===== config.mk =====
export PLATFORM = sky130hd
export DESIGN_NAME = tt_sweep_driver
export DESIGN_NICKNAME = d
export VERILOG_FILES = /design/src/rtl/tt_sweep_driver.sv
export SDC_FILE = /design/constraint.sdc
export NUM_CORES = 1
export LEC_CHECK = 0
export CAP_MARGIN = 20
export CORE_AREA = 2 2 65 82
export CTS_CLUSTER_DIAMETER = 120
export DETAILED_ROUTE_END_ITERATION = 7
export DIE_AREA = 0 0 67 84
export GPL_ROUTABILITY_DRIVEN = 0
export PLACE_DENSITY = 0.79
export SLEW_MARGIN = 25
export SYNTH_ARGS = -nofsm -noshare
export SYNTH_HDL_FRONTEND = slang
export SYNTH_SLANG_ARGS = --single-unit
export TNS_END_PERCENT = 10

===== constraint.sdc =====
create_clock -name clk -period 2.4 [get_ports clk]
set_input_delay 0.48 -clock clk [delete_from_list [all_inputs] [get_ports clk]]
set_output_delay 0.48 -clock clk [all_outputs]
set_load 0.02 [all_outputs]

===== src/rtl/tt_sweep_driver.sv =====
// tt_sweep_driver: drives a 3-input truth-table gate through rows 000..111,
// waits a programmable settle time per row, captures the gate output into an
// 8-bit table (row 000 = MSB) and compares it against an expected table.
// Optional build macro: TT_MAJORITY_VOTE_EN -- sample each row three times
// and keep the majority value.
module tt_sweep_driver #(
  parameter int SETTLE_W = 8
) (
  input  logic                clk,
  input  logic                rst_n,
  input  logic                start,
  input  logic [SETTLE_W-1:0] settle_cycles,
  input  logic [7:0]          exp_tt,
  input  logic                gate_out,
  output logic                in1,
  output logic                in2,
  output logic                in3,
  output logic                busy,
  output logic                done,
  output logic                pass,
  output logic [7:0]          obs_tt,
  output logic [7:0]          mismatch
);

  typedef enum logic [1:0] {IDLE, SETTLE, SAMPLE, DONE} state_t;

  state_t              state, state_nxt;
  logic [2:0]          row;
  logic [SETTLE_W-1:0] cnt;
  logic [SETTLE_W-1:0] cnt_rld;
  logic [SETTLE_W-1:0] eff_m1;
  logic [7:0]          exp_q;
  logic [7:0]          obs_nxt;
  logic                sample_bit;
  logic                sample_last;

  // A zero settle request behaves as one cycle; store S-1 for the down-counter.
  assign eff_m1 = (settle_cycles == '0) ? '0 : settle_cycles - SETTLE_W'(1);

`ifdef TT_MAJORITY_VOTE_EN
  logic [1:0] vote_idx;
  logic       vote0;
  logic       vote1;

  assign sample_last = (vote_idx == 2'd2);
  assign sample_bit  = (vote0 & vote1) | (vote0 & gate_out) | (vote1 & gate_out);

  // Collect the first two votes of the three-cycle sample window.
  always_ff @(posedge clk or negedge rst_n) begin
    if (!rst_n) begin
      vote_idx <= 2'd0;
      vote0    <= 1'b0;
      vote1    <= 1'b0;
    end else if (state == SAMPLE) begin
      if (vote_idx == 2'd0) vote0 <= gate_out;
      if (vote_idx == 2'd1) vote1 <= gate_out;
      vote_idx <= sample_last ? 2'd0 : vote_idx + 2'd1;
    end else begin
      vote_idx <= 2'd0;
    end
  end
`else
  assign sample_last = 1'b1;
  assign sample_bit  = gate_out;
`endif

  // Observed table with the current row's sample merged in.
  always_comb begin
    obs_nxt              = obs_tt;
    obs_nxt[3'd7 - row]  = sample_bit;
  end

  assign {in1, in2, in3} = row;
  assign mismatch        = obs_tt ^ exp_q;

  // State register.
  always_ff @(posedge clk or negedge rst_n) begin
    if (!rst_n) state <= IDLE;
    else        state <= state_nxt;
  end

  // Next-state and status outputs.
  always_comb begin
    state_nxt = state;
    busy      = 1'b0;
    done      = 1'b0;
    case (state)
      IDLE:   if (start) state_nxt = SETTLE;
      SETTLE: begin
        busy = 1'b1;
        if (cnt == '0) state_nxt = SAMPLE;
      end
      SAMPLE: begin
        busy = 1'b1;
        if (sample_last) state_nxt = (row == 3'd7) ? DONE : SETTLE;
      end
      DONE: begin
        done      = 1'b1;
        state_nxt = IDLE;
      end
      default: state_nxt = IDLE;
    endcase
  end

  // Row stepping, settle counting, capture and verdict.
  always_ff @(posedge clk or negedge rst_n) begin
    if (!rst_n) begin
      row     <= 3'd0;
      cnt     <= '0;
      cnt_rld <= '0;
      exp_q   <= 8'h00;
      obs_tt  <= 8'h00;
      pass    <= 1'b0;
    end else begin
      case (state)
        IDLE: if (start) begin
          row     <= 3'd0;
          cnt     <= eff_m1;
          cnt_rld <= eff_m1;
          exp_q   <= exp_tt;
          obs_tt  <= 8'h00;
          pass    <= 1'b0;
        end
        SETTLE: if (cnt != '0) cnt <= cnt - SETTLE_W'(1);
        SAMPLE: if (sample_last) begin
          obs_tt <= obs_nxt;
          if (row == 3'd7) begin
            pass <= (obs_nxt == exp_q);
          end else begin
            row <= row + 3'd1;
            cnt <= cnt_rld;
          end
        end
        default: ;
      endcase
    end
  end

endmodule


==> results.md, run 1 <==
Status:
- The flow ran to the end, and the final reports show no timing, DRC or antenna violations.

Power:
- Of the total power, combinational logic draws 56.4%.
- The worst vdd rail ir drop is 612 µV.
- The net switching power is 1.94 mW.
- The share of total power in sequential cells is 28.7%.
- Of the total power, the share spent switching nets is 43.5%.
- In this run the power density over the cells is 1380 nW/µm².
- Per report_power, the clock group accounts for 14.9% of the total.
- Summed over all cells, the static leakage comes to 1.37 nW.
- Internal power comes to 2.53 mW.
- The sum of internal, switching and leakage power is 4.47 mW.

Synth:
- The number of synthesized flops with an enable pin is 0.
- The main combinational cell family by area after synthesis is compound AO/OA/AOI/OAI gates.
- After Yosys synthesis, and, or, nand and nor cells account for 18.2% of the synthesized area.
- Synthesis instantiated 47 different standard cells from the library.
- The adder and majority cell fraction of the synthesized area is 4.43%.
- In the synthesized netlist, the number of instances is 285.
- The synthesized netlist devotes 7.93% of its cell area to XOR and XNOR gates.
- The post-synthesis cell area is 2540 µm².
- The commonest register cell after synthesis is sky130_fd_sc_hd__dfrtp_1.
- The area fraction of the dominant cell type after synthesis is 37.4%.
- The total number of yosys warnings is 0.
- By area the synthesized netlist is led by sky130_fd_sc_hd__dfrtp_1, sky130_fd_sc_hd__xor2_1, sky130_fd_sc_hd__nand2_1.
- The number of synthesized register bits is 38.
- In the synthesized netlist, mux cells make up 8.81% of the area.
- Synthesis produced a netlist with a net count of 314.
- The cell type with the highest aggregate area in the netlist is sky130_fd_sc_hd__dfrtp_1.
- In the synthesized netlist the async set-or-reset flop fraction comes to 100%.
- The synthesized area divided by synthesized cell count is 8.92 µm².
- Summing the areas of all compound-gate instances in the mapped netlist gives 18.7% of the synthesized area.
- For this run, the register share of the synthesized area comes to 37.4%.

Worst setup path:
- The setup check on the worst reg-to-reg path leaves a slack of 360 ps.
- The worst setup path is captured at an output pin.
- The worst register-to-register path begins at row[1].
- The beginning of the critical path is state[0].
- By startpoint and endpoint, the worst setup path is classified as flip-flop to output pin.
- STA classifies the critical path startpoint as a flip-flop.
- The data required time of the worst path is 1920 ps.
- Data arrives at the worst endpoint at 1730 ps.
- Of all nets on the critical path, the largest fanout is 4.

CTS:
- The number of buffers on the longest clock path is 2.
- The total setup buffers inserted after CTS is 0.
- The maximum level of the CTS H-tree is 2.
- The clock slew seen by the registers of the worst setup and hold paths is 90 ps.
- The clock tree from TritonCTS is done.
- The number of buffers added by the clock tree synthesis step is 5.
- Hold repair after CTS inserted 0 buffers.
- The sink count of the clock tree is 38.
- Clock tree synthesis selected as its root buffer the cell sky130_fd_sc_hd__clkbuf_8.
- The number of gates resized after CTS was 0.
- The source-to-sink clock delay at the later pin of the worst-skew pair is 300 ps.

Die:
- The floorplan step set the die width to 67 µm.
- The initial core utilization is 51.5%.
- For this design the top-level I/O count stands at 42.
- The die is 84 µm tall.
- The number of placement rows is 29.
- The floorplan step defined a die boundary enclosing 5630 µm².
- The core area is 4930 µm².

Finish:
- The repair_antennas step left the layout with diodes totalling 0.
- The fraction of the core area covered by cells at the end of the flow is 65.6%.
- Of the cells placed in the final design, the portion with a size suffix greater than 1 is 13.4%.
- The area growth from synthesis to layout is 27.5%.
- The number of nets in the layout is 365.

Detailed routing:
- The total wirelength of the detailed-routed design is 6.12 mm.
- The first-pass iteration count of the detailed router is 4.
- The count of antenna-violating nets left after detailed routing is 0.
- The post-detailed-route DRC marker count is 0.
- In the routed layout, each cell is associated on average with a via count of 5.73.
- Summing over every cut layer, the via total after detailed routing is 2286.
- In this run, the number of DRC markers left after iteration 0 of detailed routing was 202.
- The per-cell routed wire length is 15.3 µm.

STA:
- The hold violation count in the final report was 0.
- Setup repair after global routing left no endpoint under its margin.
- The final worst-path cycle share is 92.3%.
- The measured slew at the worst slew-check pin is 863 ps.
- The maximum frequency from static timing analysis is 452 MHz.
- The worst slew margin relative to its limit is 42.5%.
- The time the final worst path needs with I/O delays and setup is 2210 ps.
- Setup violations remaining at the end of the flow were counted as 0.
- The final number of max-transition violations is 0.
- The final setup skew is 8.35 ps.

Placed design:
- In this run the tool buffered the top-level ports with 41 buffer cells.
- Detailed placement finished with a half-perimeter wire length of 4.51 mm.

Global routing:
- Entering global routing, the biggest net connects 39 pins.
- Global routing consumed, over all layers together, 24.3% of the routing resources.
- The first global-routing pass estimated 10.7 mm of wire.
- Global routing finished with a remaining overflow of 0.
- The number of antenna violations at the first check in global routing was 0.
- The number of global-route vias before repair is 2322.

Hold path:
- The worst min-delay path category is primary input to async pin.

Run:
- Across the run, the number of max-cap violations was 0.
-- worst max-delay path, stage by stage (launching register included) --
cell	delay, ps
sky130_fd_sc_hd__dfrtp_1	410
sky130_fd_sc_hd__inv_1	100
sky130_fd_sc_hd__ha_1	320
sky130_fd_sc_hd__clkdlybuf4s50_1	610
-- power by group through the flow --
stage          combinational (mW)  sequential (mW)  clock (mW)
6_report                     2.52             1.28       0.665
5_1_grt                      2.79             1.32       0.708
4_1_cts                      2.53             1.28       0.674
3_5_place_dp                 2.51             1.29           0
3_3_place_gp                 2.46             1.27           0
2_1_floorplan                1.64             1.26           0
-- state kept, by name, indices dropped and copies added (netlist names) --
| name | cells |
|---|---|
| state | 2 |
| cnt | 8 |
| exp_q | 8 |
| pass | 1 |
| row | 3 |
| cnt_rld | 8 |
| obs_tt | 8 |
-- final timing paths --
| check | endpoint | depth (start not counted) |
|---|---|---|
| max in group asynchronous | cnt_rld[7] | 1 |
| min in group clk | cnt_rld[3] | 1 |
| setup reg to reg | cnt[1] | 7 |
| setup / recovery | busy | 3 |
| hold / removal | obs_tt[5] | 1 |
| hold reg to reg | cnt_rld[3] | 1 |
-- logic make-up (layout without fill, tap and decap cells) --
kind of cell / count (synthesis) / count (layout)
muxes: 21 / 21
xor gates and xnor gates: 23 / 23
buffers and inverters: 29 / 81
DFF: 38 / 38
AOI/OAI and AO/OA: 77 / 77
and+or+nand+nor: 88 / 88
adders and majority gates: 9 / 9
-- cell type report --
cell class | count | area, µm²
clock buffers | 5 | 68.8
well taps | 62 | 77.6
fillers | 416 | 1700
flip-flops and latches | 38 | 951
clock inverters | 3 | 68.8
multi-input cells | 218 | 1480
inverters | 13 | 48.8
repair buffers | 60 | 548
-- layout by cell type, fill, tap and decap left out, types with 6 or more instances in the layout --
master,count
sky130_fd_sc_hd__ha_1,9
sky130_fd_sc_hd__clkdlybuf4s50_1,40
sky130_fd_sc_hd__mux2_2,10
sky130_fd_sc_hd__a21oi_1,19
sky130_fd_sc_hd__nor3_1,10
sky130_fd_sc_hd__dfrtp_1,38
sky130_fd_sc_hd__o31ai_1,6
sky130_fd_sc_hd__a22oi_1,7
sky130_fd_sc_hd__buf_4,19
sky130_fd_sc_hd__nand2_1,34
sky130_fd_sc_hd__o21ai_0,23
sky130_fd_sc_hd__inv_1,13
sky130_fd_sc_hd__mux2i_1,10
sky130_fd_sc_hd__xor2_1,16
sky130_fd_sc_hd__nor2_1,11
sky130_fd_sc_hd__xnor2_1,7
-- through the flow --
step	instance area, µm²	hold slack, ps	instances	TNS, ps	setup WS (ps)
3_5_place_dp	3100	466	391	-174	-60.7
3_3_place_gp	3100	461	391	-14.1	-14.1
5_1_grt	3240	371	399	0	97.4
2_1_floorplan	2540	184	285	0	401
4_1_cts	3240	328	399	0	170
6_report	3240	290	399	0	185
-- layer usage --
metal	GRT usage [%]	part of all wire, %
met4	8.35	1.7
met3	3.91	3.8
met2	42.5	53
met1	29.4	41
met5	0	0
-- Yosys cell counts (4+ instances only) --
cell	count
sky130_fd_sc_hd__a21oi_1	19
sky130_fd_sc_hd__a31oi_1	4
sky130_fd_sc_hd__nor3b_1	5
sky130_fd_sc_hd__nor2_1	11
sky130_fd_sc_hd__nand3b_1	4
sky130_fd_sc_hd__inv_1	13
sky130_fd_sc_hd__clkbuf_1	12
sky130_fd_sc_hd__ha_1	9
sky130_fd_sc_hd__a211oi_1	5
sky130_fd_sc_hd__nand2_1	34
sky130_fd_sc_hd__buf_2	4
sky130_fd_sc_hd__a22oi_1	7
sky130_fd_sc_hd__nand3_1	5
sky130_fd_sc_hd__nor3_1	10
sky130_fd_sc_hd__mux2_2	10
sky130_fd_sc_hd__mux2i_1	10
sky130_fd_sc_hd__dfrtp_1	38
sky130_fd_sc_hd__o21ai_0	23
sky130_fd_sc_hd__xor2_1	16
sky130_fd_sc_hd__xnor2_1	7
sky130_fd_sc_hd__o31ai_1	6
No activity file was read; power rests on OpenSTA's default activity.
==> inputs of run 2 (changes only) <==
--- a/config.mk
+++ b/config.mk
@@ -6,12 +6,12 @@
 export NUM_CORES = 1
 export LEC_CHECK = 0
 export CAP_MARGIN = 20
-export CORE_AREA = 2 2 65 82
+export CORE_AREA = 2 2 69 87
 export CTS_CLUSTER_DIAMETER = 120
 export DETAILED_ROUTE_END_ITERATION = 7
-export DIE_AREA = 0 0 67 84
+export DIE_AREA = 0 0 71 89
 export GPL_ROUTABILITY_DRIVEN = 0
-export PLACE_DENSITY = 0.79
+export PLACE_DENSITY = 0.71
 export SLEW_MARGIN = 25
 export SYNTH_ARGS = -nofsm -noshare
 export SYNTH_HDL_FRONTEND = slang
==> run 2 against run 1 <==
  * Die area is 12% higher
  * Fmax fell by 0.64%
  * Wire length is 3.7% lower
  * Critical endpoint unchanged
  * First-iteration DRC count fell by 41%
  * Clock power down 16%
  * Hold slack better by 10 ps
  * Power decreased by 3.7%
  * Setup slack worse by 14 ps
  * Sequential cell count is the same
  * Non-clock buffer count decreased by 2
  * Register-to-register slack got worse by 90 ps
  * Critical path depth unchanged
==> results.md, run 2 (synthesis results as in run 1) <==
Die:
- The core area came to 5440 µm² (+10%).
- The full die area is 6320 µm² (+12%).
- The number of primary I/O pins is 42 (unchanged).
- The width of the die is 71 µm (+6.0%).
- The die outline height came to 89 µm (+6.0%).
- The initial core utilization is 46.7% (-4.8 points).
- The number of placement rows came to 30 (+3.4%).

Global routing:
- The global-route usage over all layers is 20.2% (-4.1 points).
- The number of antenna violations at the first check in global routing is 0 (unchanged).
- The pin count of the biggest net entering global routing is 39 (unchanged).
- The remaining global-route overflow is 0 (unchanged).
- The global-route wire length before repair came to 10.1 mm (-5.5%).
- The number of global-route vias before repair is 2113 (-9.0%).

Hold path:
- The worst min-delay path category is primary input to async pin.

CTS:
- The clock slew seen by the registers of the worst setup and hold paths was 80 ps (about the same).
- The maximum level of the CTS H-tree is 2 (unchanged).
- The number of buffers on the longest clock path was 2 (unchanged).
- The sink count of the clock tree is 38 (unchanged).
- The post-cts gate resize count was 0 (unchanged).
- The buffer cell driving the clock tree root is sky130_fd_sc_hd__clkbuf_8.
- The total setup buffers inserted after CTS was 0 (unchanged).
- The source-to-sink clock delay at the later pin of the worst-skew pair is 300 ps (about the same).
- The count of hold buffers inserted by post-cts repair is 0 (unchanged).
- TritonCTS built the clock tree.
- The number of buffers added by the clock tree synthesis step was 5 (unchanged).

Worst setup path:
- The critical path in this run is classified as flip-flop to output pin.
- The data required time of the worst path was 1920 ps (about the same).
- The number of cells on the worst reg-to-reg path was 7 (unchanged).
- The type of element capturing the critical path is an output pin.
- The reg-to-reg setup timing slack is 270 ps (-90 ps).
- The worst flop-to-flop path startpoint is row[1].
- The endpoint of the worst-slack reg-to-reg timing path is cnt[7].
- The kind of launch point of the worst setup path is a flip-flop.
- The largest fanout on the critical path was 5 (+1).
- The arrival time at the worst endpoint is 1750 ps (+20 ps).

Power:
- The worst vdd rail ir drop is 913 µV (+49%).
- The standby leakage power is 1.34 nW (-2.1%).
- The cell area power density is 1340 nW/µm² (-2.6%).

Detailed routing:
- The number of vias after detailed routing was 2203 (-3.6%).
- The total wirelength of the detailed-routed design is 5.89 mm (-3.7%).
- The number of vias per cell is 5.52 (-3.6%).
- The per-cell routed wire length came to 14.8 µm (-3.7%).
- The post-detailed-route DRC marker count was 0 (unchanged).
- The first-pass iteration count of the detailed router is 4 (unchanged).
- The violation count after the first detailed-route iteration is 119 (-41%).
- The count of antenna-violating nets left after detailed routing was 0 (unchanged).

STA:
- The final setup skew is 7.90 ps (-0.448 ps).
- The final number of max-transition violations was 0 (unchanged).
- The maximum frequency from static timing analysis is 449 MHz (-0.64%).
- The time the final worst path needs with I/O delays and setup was 2230 ps (+14.3 ps).
- The final worst-path cycle share is 92.9% (+0.59 points).
- Setup repair after global routing left no endpoint under its margin.
- The worst slew margin relative to its limit came to 41.1% (-1.4 points).
- The measured slew at the worst slew-check pin is 884 ps (+21.0 ps).
- The hold violation count in the final report was 0 (unchanged).
- The summed negative setup slack over all endpoints is 0 ps (unchanged).
- The setup-violating endpoint count in the final report came to 0 (unchanged).

Finish:
- The number of filler instances in the final layout is 497 (+19%).
- The fraction of the core area covered by cells at the end of the flow was 58.9% (-6.8 points).
- Relative to the synthesized area, the layout overhead comes to 26.0%.
- In the layout the commonest cells are sky130_fd_sc_hd__clkdlybuf4s50_1, sky130_fd_sc_hd__dfrtp_1, sky130_fd_sc_hd__nand2_1, sky130_fd_sc_hd__o21ai_0, sky130_fd_sc_hd__a21oi_1.
- The share of post-route cells with drive strength above 1 is 12.8% (-0.52 points).
- The final non-filler cell total came to 399 (unchanged).
- The number of nets in the layout is 363 (-0.55%).
- The most common cell after layout, fill and taps aside is sky130_fd_sc_hd__clkdlybuf4s50_1.
- The antenna cell count is 0 (unchanged).

Placed design:
- The count of port buffers added during placement is 41 (unchanged).
- The detailed placer's ending HPWL is 4.36 mm (-3.2%).
- The number of placed cells counting well taps is 391 (unchanged).

Run:
- The number of maximum-capacitance constraint violations is 0 (unchanged).

Status:
- The run finished with clean final reports.
run 2: layout make-up:
class | count | area (µm²) | share of cell area, %
repair buffers | 58 | 533 | 16.6
clock buffers | 5 | 68.8 | 2.15
multi-input cells | 218 | 1480 | 46.1
flip-flops and latches | 38 | 951 | 29.7
well taps | 64 | 80.1 | 2.50
inverters | 13 | 48.8 | 1.52
clock inverters | 3 | 45.0 | 1.41
run 2: metrics by stage:
stage	worst slack, ps	hold WS, ps	instance area (µm²)	power [mW]
2_1_floorplan	401	184	2540	2.89
3_3_place_gp	-43.2	465	3090	3.73
3_5_place_dp	-115	468	3090	3.76
4_1_cts	153	325	3200	4.34
5_1_grt	79.3	367	3200	4.67
6_report	171	300	3200	4.30
run 2: report_power, final:
group / switching [mW] / total, mW / leakage (nW) / internal, mW
Combinational: 1.30 / 2.46 / 0.807 / 1.16
Clock: 0.252 / 0.561 / 0.0504 / 0.309
Sequential: 0.353 / 1.28 / 0.479 / 0.931
run 2: per-layer routing:
layer,up-vias,track usage (%),share of wire [%]
met3,6,3.38,4.0
li1,1114,-,-
met2,53,34.3,50
met1,1030,26.5,45
met4,0,6.69,1.3
met5,-,0,0
run 2: worst max-delay path, cell delays in order, from the launching register on:
cell                              delay [ps]
sky130_fd_sc_hd__dfrtp_1                 420
sky130_fd_sc_hd__inv_1                   100
sky130_fd_sc_hd__ha_1                    320
sky130_fd_sc_hd__clkdlybuf4s50_1         610
run 2: how the worst max path moves through the flow:
stage                       endpoint  cells past startpoint             start  slack, ps
after floorplan           cnt_rld[6]                      6  settle_cycles[0]        400
after global placement    cnt_rld[6]                      7  settle_cycles[1]        -40
after detailed placement  cnt_rld[6]                      7  settle_cycles[1]       -110
after CTS                       busy                      3          state[1]        150
after global routing            busy                      3          state[1]         80
final                           busy                      3          state[1]        170
==> inputs of run 3 (changes only) <==
--- a/config.mk
+++ b/config.mk
@@ -6,12 +6,13 @@
 export NUM_CORES = 1
 export LEC_CHECK = 0
 export CAP_MARGIN = 20
-export CORE_AREA = 2 2 69 87
+export CORE_AREA = 2 2 65 82
 export CTS_CLUSTER_DIAMETER = 120
 export DETAILED_ROUTE_END_ITERATION = 7
-export DIE_AREA = 0 0 71 89
+export DIE_AREA = 0 0 67 84
 export GPL_ROUTABILITY_DRIVEN = 0
-export PLACE_DENSITY = 0.71
+export PLACE_DENSITY = 0.79
+export SKIP_LAST_GASP = 1
 export SLEW_MARGIN = 25
 export SYNTH_ARGS = -nofsm -noshare
 export SYNTH_HDL_FRONTEND = slang
==> results of run 3 <==
Final layout, timing and power as in run 1 (identical DEF).
